===== src/rtl/event_counter_bank.sv =====
// Bank of independent event counters fed by asynchronous inputs, with sticky
// overflow flags and a handshake-driven snapshot into readable shadow registers.
module event_counter_bank #(
  parameter int WIDTH       = 10,
  parameter int CHANNELS    = 4,
  parameter int SAT_MODE    = 0,
  parameter int SYNC_STAGES = 2
) (
  input  logic                      clk,
  input  logic                      rst_n,
  input  logic [CHANNELS-1:0]       inc,
  input  logic                      en,
  input  logic                      clr,
  input  logic [CHANNELS-1:0]       ovf_clr,
  input  logic                      snap_req,
  output logic                      snap_ack,
  input  logic [3:0]                rd_sel,
  output logic [WIDTH-1:0]          rd_data,
  output logic [CHANNELS*WIDTH-1:0] count,
  output logic [CHANNELS-1:0]       ovf
);

  localparam logic [WIDTH-1:0] MAX = '1;

  typedef enum logic {IDLE, ACK} snap_state_t;

  logic [CHANNELS-1:0] r_sync [SYNC_STAGES];
  logic [CHANNELS-1:0] r_hist;
  logic [SYNC_STAGES:0] r_fill;
  logic [CHANNELS-1:0] w_pulse;
  logic [WIDTH-1:0]    r_cnt    [CHANNELS];
  logic [WIDTH-1:0]    r_shadow [CHANNELS];
  logic [CHANNELS-1:0] r_ovf;
  snap_state_t         r_state;
  logic                r_snap_ack;

  // NOTE: non-blocking assignments let every stage sample its neighbour's
  // pre-edge value, so the chain shifts by exactly one stage per clock.
  always_ff @(posedge clk or negedge rst_n) begin
    if (!rst_n) begin
      for (int s = 0; s < SYNC_STAGES; s++) r_sync[s] <= '0;
      r_hist <= '0;
      r_fill <= '0;
    end else begin
      r_sync[0] <= inc;
      for (int s = 1; s < SYNC_STAGES; s++) r_sync[s] <= r_sync[s-1];
      r_hist <= r_sync[SYNC_STAGES-1];
      r_fill <= {r_fill[SYNC_STAGES-1:0], 1'b1};
    end
  end

  // Edges are only trusted once the history flop holds a real post-reset
  // sample; a line held high through reset must fall before it can count.
  assign w_pulse = r_sync[SYNC_STAGES-1] & ~r_hist & {CHANNELS{r_fill[SYNC_STAGES]}};

  // NOTE: counters and shadows are plain flops, not RAM, so they take the
  // asynchronous reset like any other state.
  always_ff @(posedge clk or negedge rst_n) begin
    if (!rst_n) begin
      for (int c = 0; c < CHANNELS; c++) r_cnt[c] <= '0;
      r_ovf <= '0;
    end else if (clr) begin
      for (int c = 0; c < CHANNELS; c++) r_cnt[c] <= '0;
      r_ovf <= '0;
    end else begin
      for (int c = 0; c < CHANNELS; c++) begin
        if (w_pulse[c] && en && (r_cnt[c] == MAX)) begin
          r_cnt[c] <= (SAT_MODE != 0) ? MAX : '0;
          r_ovf[c] <= 1'b1;
        end else begin
          if (w_pulse[c] && en) r_cnt[c] <= r_cnt[c] + 1'b1;
          if (ovf_clr[c])       r_ovf[c] <= 1'b0;
        end
      end
    end
  end

  always_ff @(posedge clk or negedge rst_n) begin
    if (!rst_n) begin
      r_state    <= IDLE;
      r_snap_ack <= 1'b0;
      for (int c = 0; c < CHANNELS; c++) r_shadow[c] <= '0;
    end else begin
      case (r_state)
        IDLE: begin
          if (snap_req) begin
            for (int c = 0; c < CHANNELS; c++) r_shadow[c] <= r_cnt[c];
            r_state    <= ACK;
            r_snap_ack <= 1'b1;
          end
        end
        ACK: begin
          if (!snap_req) begin
            r_state    <= IDLE;
            r_snap_ack <= 1'b0;
          end
        end
        default: begin
          r_state    <= IDLE;
          r_snap_ack <= 1'b0;
        end
      endcase
    end
  end

  // NOTE: the default assignment first keeps this block from inferring a latch
  // for out-of-range selects.
  always_comb begin
    rd_data = '0;
    for (int c = 0; c < CHANNELS; c++) begin
      if (rd_sel == 4'(c)) rd_data = r_shadow[c];
    end
  end

  for (genvar c = 0; c < CHANNELS; c++) begin : g_count
    assign count[c*WIDTH +: WIDTH] = r_cnt[c];
  end

  assign ovf      = r_ovf;
  assign snap_ack = r_snap_ack;

endmodule


===== config.mk =====
export PLATFORM = sky130hd
export DESIGN_NAME = event_counter_bank
export DESIGN_NICKNAME = d
export VERILOG_FILES = /design/src/rtl/event_counter_bank.sv
export SDC_FILE = /design/constraint.sdc
export NUM_CORES = 1
export LEC_CHECK = 0
export BUFFER_PORTS_ARGS = -buffer_cell sky130_fd_sc_hd__buf_2
export CORE_MARGIN = 2
export CORE_UTILIZATION = 51
export DETAILED_ROUTE_END_ITERATION = 6
export PLACE_DENSITY = 0.76
export SETUP_SLACK_MARGIN = 0.4
export SYNTH_ARGS = -nofsm -noshare
export SYNTH_HDL_FRONTEND = slang
export SYNTH_SLANG_ARGS = --single-unit

===== constraint.sdc =====
create_clock -name clk -period 1.3 [get_ports clk]
set_input_delay 0 -clock clk [delete_from_list [all_inputs] [get_ports clk]]
set_output_delay 0 -clock clk [all_outputs]
set_load 0.1 [all_outputs]

==> results of run 1 <==
[per-stage QoR]
| step | utilization, % | TNS [ps] |
|---|---|---|
| detailed placement | 71.8 | -6150 |
| CTS | 93.6 | -6720 |
| floorplan | - | -5720 |
| global placement | 71.8 | -3470 |
[synthesized netlist by cell type (all sizes together) (2+ instances only)]
master,instances,area [um2]
a21oi,21,105
and2,5,31.3
and3,9,56.3
and4,6,52.6
and4b,5,50.1
buf,9,47.5
clkbuf,11,42.5
dfrtp,101,2530
ha,5,62.6
inv,2,7.51
mux2,41,462
mux4,10,225
nand2,25,93.8
nand3,16,85.1
nand4,7,43.8
nand4b,5,58.8
nor2,30,113
nor2b,12,75.1
nor3,4,20.0
nor4,3,18.8
o2111ai,5,43.8
o211ai,7,52.6
o21ai,11,55.1
or3,5,31.3
xnor2,3,26.3
xor2,17,149
[kinds of logic after synthesis]
kind of cell    share of synthesized area, %
mux                                     14.9
simple gates                            16.1
buf+inv                                 2.09
other cells                           0.0804
fa+ha+maj                               1.34
compound gates                          7.46
flops                                   54.2
xor+xnor                                3.76
[what timing repair did]
item | 4_1_cts
endpoints found under the hold margin | 111
setup buffers | 55
endpoints found under the setup margin | 139
cloned | 1
hold buffers | 10
gates resized for setup | 305
pin swaps | 64
==> impl_metrics.env, run 1 <==
export IMPL_synth_edff_count=0
export IMPL_portBuffers=71
export IMPL_endpoint_type="primary output"
export IMPL_synth_ff_type="dfrtp_1"
export IMPL_ctsLongestPathBuffers=2
export IMPL_gp_congestion=0.866
export IMPL_root_buffer="clkbuf_8"
export IMPL_yosysWarningCount=0
export IMPL_cts_sinks=101
export IMPL_status="did not finish"
export IMPL_initial_core_util_pct=53.0
export IMPL_synth_nets=412
export IMPL_grt_worst_endpoint="rd_data[0]"
export IMPL_die_w_um=99.6
export IMPL_grt_max_degree=36
export IMPL_tool_error="[ERROR DPL-0038] Utilization greater than 100%, impossible to legalize"
export IMPL_placed_area_um2=6330
export IMPL_synth_seq_cells=101
export IMPL_placedCellCount=632
export IMPL_cts_buffers=9
export IMPL_place_ws_ps=-242
export IMPL_yosysUniqueCellTypes=46
export IMPL_dpl_hpwl_um=8660
export IMPL_synthCells=390
export IMPL_num_rows=34
export IMPL_stop_stage="5_1_grt"
export IMPL_syn_area_um2=4660
export IMPL_htreeDepth=3
export IMPL_synth_avg_cell_area_um2=12.0
export IMPL_die_h_um=99.6
export IMPL_async_flop_share_pct=100
export IMPL_io_pins=72
export IMPL_seq_area_frac_synth_pct=54.2
==> inputs of run 2 (changes only) <==
--- a/config.mk
+++ b/config.mk
@@ -7,10 +7,9 @@
 export LEC_CHECK = 0
 export BUFFER_PORTS_ARGS = -buffer_cell sky130_fd_sc_hd__buf_2
 export CORE_MARGIN = 2
-export CORE_UTILIZATION = 51
+export CORE_UTILIZATION = 39
 export DETAILED_ROUTE_END_ITERATION = 6
-export PLACE_DENSITY = 0.76
-export SETUP_SLACK_MARGIN = 0.4
+export PLACE_DENSITY_LB_ADDON = 0.15
 export SYNTH_ARGS = -nofsm -noshare
 export SYNTH_HDL_FRONTEND = slang
 export SYNTH_SLANG_ARGS = --single-unit
==> constraint.sdc (replaced) <==
create_clock -name clk -period 1.7 [get_ports clk]
set_input_delay 0 -clock clk [delete_from_list [all_inputs] [get_ports clk]]
set_output_delay 0 -clock clk [all_outputs]
set_load 0.1 [all_outputs]
==> run 2 against run 1 <==
  * The run now ends clean
  * Synthesized cell count is the same
  * Area after synthesis unchanged
==> impl_metrics.env, run 2 <==
export IMPL_status="completed"
export IMPL_dieArea_um2=12900
export IMPL_gp_congestion=0.820
export IMPL_rsz0062_at_grt="false"
export IMPL_antenna_found_initial=0
export IMPL_grt_max_degree=41
export IMPL_clkLatencyLatePin_ps=340
export IMPL_route_detailed_drc=0
export IMPL_synthTopCellsByArea="dfrtp_1 54%, mux2_2 9.9%, mux4_2 4.8%, xor2_1 3.2%, nor2_1 2.4%"
export IMPL_placed_area_um2=5330
export IMPL_synthCells=390
export IMPL_grt_usage_pct=17.7
export IMPL_io_pins=72
export IMPL_fillCellCount=1028
export IMPL_htreeDepth=3
export IMPL_synth_top_cell_area_share_pct=54.2
export IMPL_leakagePower_nw=2.64
export IMPL_grt_first_pass_wirelength_um=17600
export IMPL_min_delay_start="clr"
export IMPL_synth_seq_cells=101
export IMPL_synth_most_common_cell="dfrtp_1"
export IMPL_peakVddDrop_uv=431
export IMPL_cp_arrival_ps=1670
export IMPL_whs_path_depth=2
export IMPL_setup_slack_ps=33.8
export IMPL_synth_nets=412
export IMPL_cts_buffers=9
export IMPL_dr_pass1_iters=4
export IMPL_grt_pass1_vias=3339
export IMPL_place_ws_ps=117
export IMPL_setup_viol=0
export IMPL_dpl_hpwl_um=7540
export IMPL_reg2reg_to="count[10]$_DFFE_PN0P_"
export IMPL_area_growth_syn_to_layout_pct=23.2
export IMPL_seq_area_frac_synth_pct=54.2
export IMPL_drive_above_1_share_pct=42.3
export IMPL_finalHoldViolations=0
export IMPL_num_rows=39
export IMPL_drt_total_wl_um=10700
export IMPL_yosysTopAreaCell="dfrtp_1"
export IMPL_grt_overflow=0
export IMPL_period_needed_ps=1670
export IMPL_cts_sinks=101
export IMPL_path_clk_slew_ps=70
export IMPL_rr_worst_depth=5
export IMPL_cp_required_ps=1700
export IMPL_ctsLongestPathBuffers=2
export IMPL_async_flop_share_pct=100
export IMPL_fmax_ghz=0.600
export IMPL_synth_commonest_cells="101 x dfrtp_1, 41 x mux2_2, 30 x nor2_1"
export IMPL_cts_tree="built"
export IMPL_synth_ff_type="dfrtp_1"
export IMPL_hold_path_end="ovf[2]$_DFFE_PN0P_"
export IMPL_finalClockSkew_ps=7.19
export IMPL_root_buffer="clkbuf_16"
export IMPL_start_kind="flop"
export IMPL_portBuffers=71
export IMPL_power_density_nw_per_um2=838
export IMPL_die_w_um=113
export IMPL_final_nets=495
export IMPL_timing_hold_ws_ps=98.6
export IMPL_synth_avg_cell_area_um2=12.0
export IMPL_crit_type="flop to primary output"
export IMPL_post_drt_wl_per_cell_um=17.2
export IMPL_critPathCaptureType="primary output"
export IMPL_vias=3359
export IMPL_layout_common_cells="63 x dfrtp_1, 61 x buf_2, 41 x mux2_2"
export IMPL_fin_area_um2=5750
export IMPL_drt_iter0_markers=246
export IMPL_drv_cap=0
export IMPL_setup_tns_ps=0
export IMPL_fin_crit_sh_pct=98.0
export IMPL_vias_per_cell=5.41
export IMPL_r2r_start="count[10]$_DFFE_PN0P_"
export IMPL_die_h_um=113
export IMPL_coreArea_um2=11600
export IMPL_syn_area_um2=4660
export IMPL_drv_slew=0
export IMPL_yosysUniqueCellTypes=46
export IMPL_synth_edff_count=0
export IMPL_yosysWarningCount=0
export IMPL_final_common_cell="dfrtp_1"
export IMPL_r2r_slack_ps=110
export IMPL_min_path_type="input pin to flop"
export IMPL_initial_core_util_pct=40.3
export IMPL_final_antenna_net_count=0
export IMPL_diodes=0
export IMPL_critical_path_max_fanout=2
-- run 2: cell families (layout without fill, tap and decap cells) --
| family | after synthesis | count (layout) | synth area share [%] |
|---|---|---|---|
| flops | 101 | 101 | 54.2 |
| compound gates | 54 | 54 | 7.46 |
| other cells | 1 | 1 | 0.0804 |
| mux | 52 | 52 | 14.9 |
| xor+xnor | 20 | 20 | 3.76 |
| buf+inv | 22 | 110 | 2.09 |
| simple gates | 135 | 135 | 16.1 |
| fa+ha+maj | 5 | 5 | 1.34 |
-- run 2: worst max-delay path: stages (launching register included) --
cell and delay, ps:
dfrtp_1 390, mux4_2 460, nor2b_2 180, clkbuf_4 290
-- run 2: worst max path at each step --
stage                             start                     to  slack [ps]  cells past startpoint
3_5_place_dp        r_fill[2]$_DFF_PN0_   count[6]$_DFFE_PN0P_         120                      4
5_1_grt         r_shadow[8]$_DFFE_PN0P_             rd_data[8]           1                      3
6_report        r_shadow[7]$_DFFE_PN0P_             rd_data[7]          30                      3
4_1_cts        r_shadow[31]$_DFFE_PN0P_             rd_data[1]           7                      3
3_3_place_gp      count[10]$_DFFE_PN0P_  count[10]$_DFFE_PN0P_         140                      5
2_1_floorplan                 rd_sel[1]             rd_data[8]        -220                      3
-- run 2: where the power goes --
part	internal (mW)	switching (mW)
combinational	0.111	0.218
sequential	2.44	0.0307
clock	1.14	0.876
total	3.69	1.12
-- run 2: cell type report --
cell class	count	area [um2]	area share, %
clock buffer	12	236	4.11
clock inverter	4	50.0	0.871
inverter	2	7.51	0.131
multi-input combinational	267	2080	36.3
sequential	101	2590	45.1
tap	143	179	3.11
timing repair buffer	92	601	10.4
-- run 2: routing by layer --
layer / track usage [%] / vias up / share of wire [%]
li1: - / 1588 / -
met1: 24.9 / 1674 / 48
met2: 27.7 / 85 / 46
met3: 3.11 / 12 / 3.7
met4: 6.10 / 0 / 1.5
met5: 0 / - / 0
-- run 2: what timing repair did --
item	CTS	global route
hold endpoints to repair	110	0
gates resized for setup	2	13
setup buffers	0	0
setup endpoints to repair	2	13
hold buffers	10	0
-- run 2: through the flow --
| step | instances | utilization (%) | power (mW) |
|---|---|---|---|
| 2_1_floorplan | 390 | - | 2.70 |
| 3_3_place_gp | 595 | 46.1 | 2.83 |
| 3_5_place_dp | 595 | 46.1 | 2.83 |
| 4_1_cts | 621 | 49.5 | 4.86 |
| 5_1_grt | 621 | 49.7 | 4.99 |
| 6_report | 621 | 49.7 | 4.82 |
(Power assumes the default switching activity.)
==> inputs of run 3 (changes only) <==
--- a/config.mk
+++ b/config.mk
@@ -7,7 +7,7 @@
 export LEC_CHECK = 0
 export BUFFER_PORTS_ARGS = -buffer_cell sky130_fd_sc_hd__buf_2
 export CORE_MARGIN = 2
-export CORE_UTILIZATION = 39
+export CORE_UTILIZATION = 35
 export DETAILED_ROUTE_END_ITERATION = 6
 export PLACE_DENSITY_LB_ADDON = 0.15
 export SYNTH_ARGS = -nofsm -noshare
==> run 3 against run 2 <==
  * Via count up 1.5%
  * Flip-flop and latch count unchanged
  * Core utilization down 5.5 points
  * Largest power group unchanged
  * Clock skew down 2.2 ps
  * Total power up 3.5%
  * Maximum frequency up 0.52%
  * Register-to-register slack about the same
  * Largest cell class unchanged
  * Cell area up 1.1%
  * Final cell count up 5.5%
  * Global-route usage down 1.3 points
  * Combinational power about the same
  * First-iteration DRC count down 8.1%
==> impl_metrics.env, run 3 (synthesized netlist as in run 2, its figures left out) <==
export IMPL_status="completed"
export IMPL_num_rows=42
export IMPL_dr_pass1_iters=4
export IMPL_root_buffer="clkbuf_16"
export IMPL_rr_worst_depth=5
export IMPL_sequentialPowerShare_pct=49.5
export IMPL_critPathCaptureType="primary output"
export IMPL_setup_tns_ps=0
export IMPL_initial_core_util_pct=35.5
export IMPL_fin_crit_sh_pct=97.5
export IMPL_vias_per_cell=5.21
export IMPL_cts_sinks=101
export IMPL_final_util_pct=44.2
export IMPL_peakVddDrop_uv=491
export IMPL_coreArea_um2=13100
export IMPL_die_h_um=119
export IMPL_period_needed_ps=1660
export IMPL_min_path_type="input pin to asynchronous set/reset pin"
export IMPL_p_clk_share_pct=43.9
export IMPL_grt_usage_pct=16.4
export IMPL_io_pins=72
export IMPL_setup_viol=0
export IMPL_setup_slack_ps=42.4
export IMPL_dpl_hpwl_um=7880
export IMPL_cp_required_ps=1700
export IMPL_gp_congestion=0.849
export IMPL_cp_arrival_ps=1660
export IMPL_cts_buffers=9
export IMPL_finalPower_mw=4.99
export IMPL_antenna_found_initial=0
export IMPL_drive_above_1_share_pct=42.8
export IMPL_finalClockSkew_ps=4.98
export IMPL_post_drt_wl_per_cell_um=16.8
export IMPL_p_sw_mw=1.16
export IMPL_leakagePower_nw=2.66
export IMPL_path_clk_slew_ps=70
export IMPL_die_w_um=119
export IMPL_ctsLongestPathBuffers=2
export IMPL_p_comb_share_pct=6.5
export IMPL_drt_total_wl_um=11000
export IMPL_cell_internal_pwr_mw=3.83
export IMPL_final_nets=496
export IMPL_power_density_nw_per_um2=858
export IMPL_cp_startpoint="r_shadow[8]$_DFFE_PN0P_"
export IMPL_place_ws_ps=123
export IMPL_reg2reg_to="count[10]$_DFFE_PN0P_"
export IMPL_grt_overflow=0
export IMPL_finalHoldViolations=0
export IMPL_vias=3411
export IMPL_start_kind="flop"
export IMPL_timing_hold_ws_ps=73.9
export IMPL_grt_first_pass_wirelength_um=18100
export IMPL_rsz0062_at_grt="false"
export IMPL_layout_common_cells="63 x dfrtp_1, 60 x buf_2, 41 x mux2_2"
export IMPL_swShare_pct=23.2
export IMPL_drt_iter0_markers=226
export IMPL_r2r_slack_ps=110
export IMPL_portBuffers=71
export IMPL_dieArea_um2=14300
export IMPL_critical_path_max_fanout=2
export IMPL_drv_cap=0
export IMPL_diodes=0
export IMPL_final_common_cell="dfrtp_1"
export IMPL_area_growth_syn_to_layout_pct=24.6
export IMPL_clkLatencyLatePin_ps=350
export IMPL_fmax_ghz=0.603
export IMPL_route_detailed_drc=0
export IMPL_grt_max_degree=41
export IMPL_r2r_start="count[10]$_DFFE_PN0P_"
export IMPL_grt_pass1_vias=3279
export IMPL_final_antenna_net_count=0
export IMPL_crit_type="flop to primary output"
export IMPL_cts_tree="built"
export IMPL_htreeDepth=3
export IMPL_drv_slew=0
-- run 3: cell count changes in the layout (fill, tap and decap cells not counted), sizes merged --
cell | previous run | this run
clkbuf | 15 | 10
buf | 79 | 82
clkinv | 1 | 3
bufinv | 1 | 2
-- run 3: how the worst max path moves through the flow --
stage,slack [ps],depth (start not counted),to
final,40,3,rd_data[8]
after global routing,2,3,rd_data[8]
after CTS,3,3,rd_data[4]
after detailed placement,120,5,count[29]$_DFFE_PN0P_
after global placement,140,5,count[10]$_DFFE_PN0P_
after floorplan,-220,3,rd_data[8]
-- run 3: final cells by class --
cell class / instances / area (um2)
multi-input combinational: 267 / 2080
timing repair buffer: 93 / 598
sequential: 101 / 2590
clock inverter: 7 / 90.1
tap: 176 / 220
inverter: 2 / 7.51
fill: 1261 / 7330
clock buffer: 9 / 225
-- run 3: power by group through the flow --
stage | logic (mW) | registers [mW] | clock network (mW)
5_1_grt | 0.358 | 2.48 | 2.34
3_3_place_gp | 0.313 | 2.52 | 0
6_report | 0.325 | 2.47 | 2.19
2_1_floorplan | 0.123 | 2.57 | 0
4_1_cts | 0.334 | 2.47 | 2.24
3_5_place_dp | 0.315 | 2.52 | 0
-- run 3: critical path, cell delays in order (launching register included) --
cell and delay [ps]:
dfrtp_1 390, mux4_2 460, nor2b_1 170, clkbuf_4 300
-- run 3: through the flow --
step	cells	cell area (um2)
after floorplan	390	4760
after global placement	629	5370
after detailed placement	629	5370
after CTS	655	5790
after global routing	655	5810
final	655	5810
-- run 3: timing repair --
action	in CTS	in global routing
setup endpoints to repair	5	6
hold buffers	10	0
buffers inserted	0	0
pin swaps	0	0
resized for setup	5	10
endpoints found under the hold margin	110	0
-- run 3: metal layers --
layer,vias to the layer above,GRT usage [%],routed length (um),share of wire (%)
met4,0,5.07,213,1.9
met3,15,5.03,525,4.8
li1,1600,-,-,-
met5,-,0,0,0
met2,82,25.0,5150,47
met1,1714,22.4,5150,47
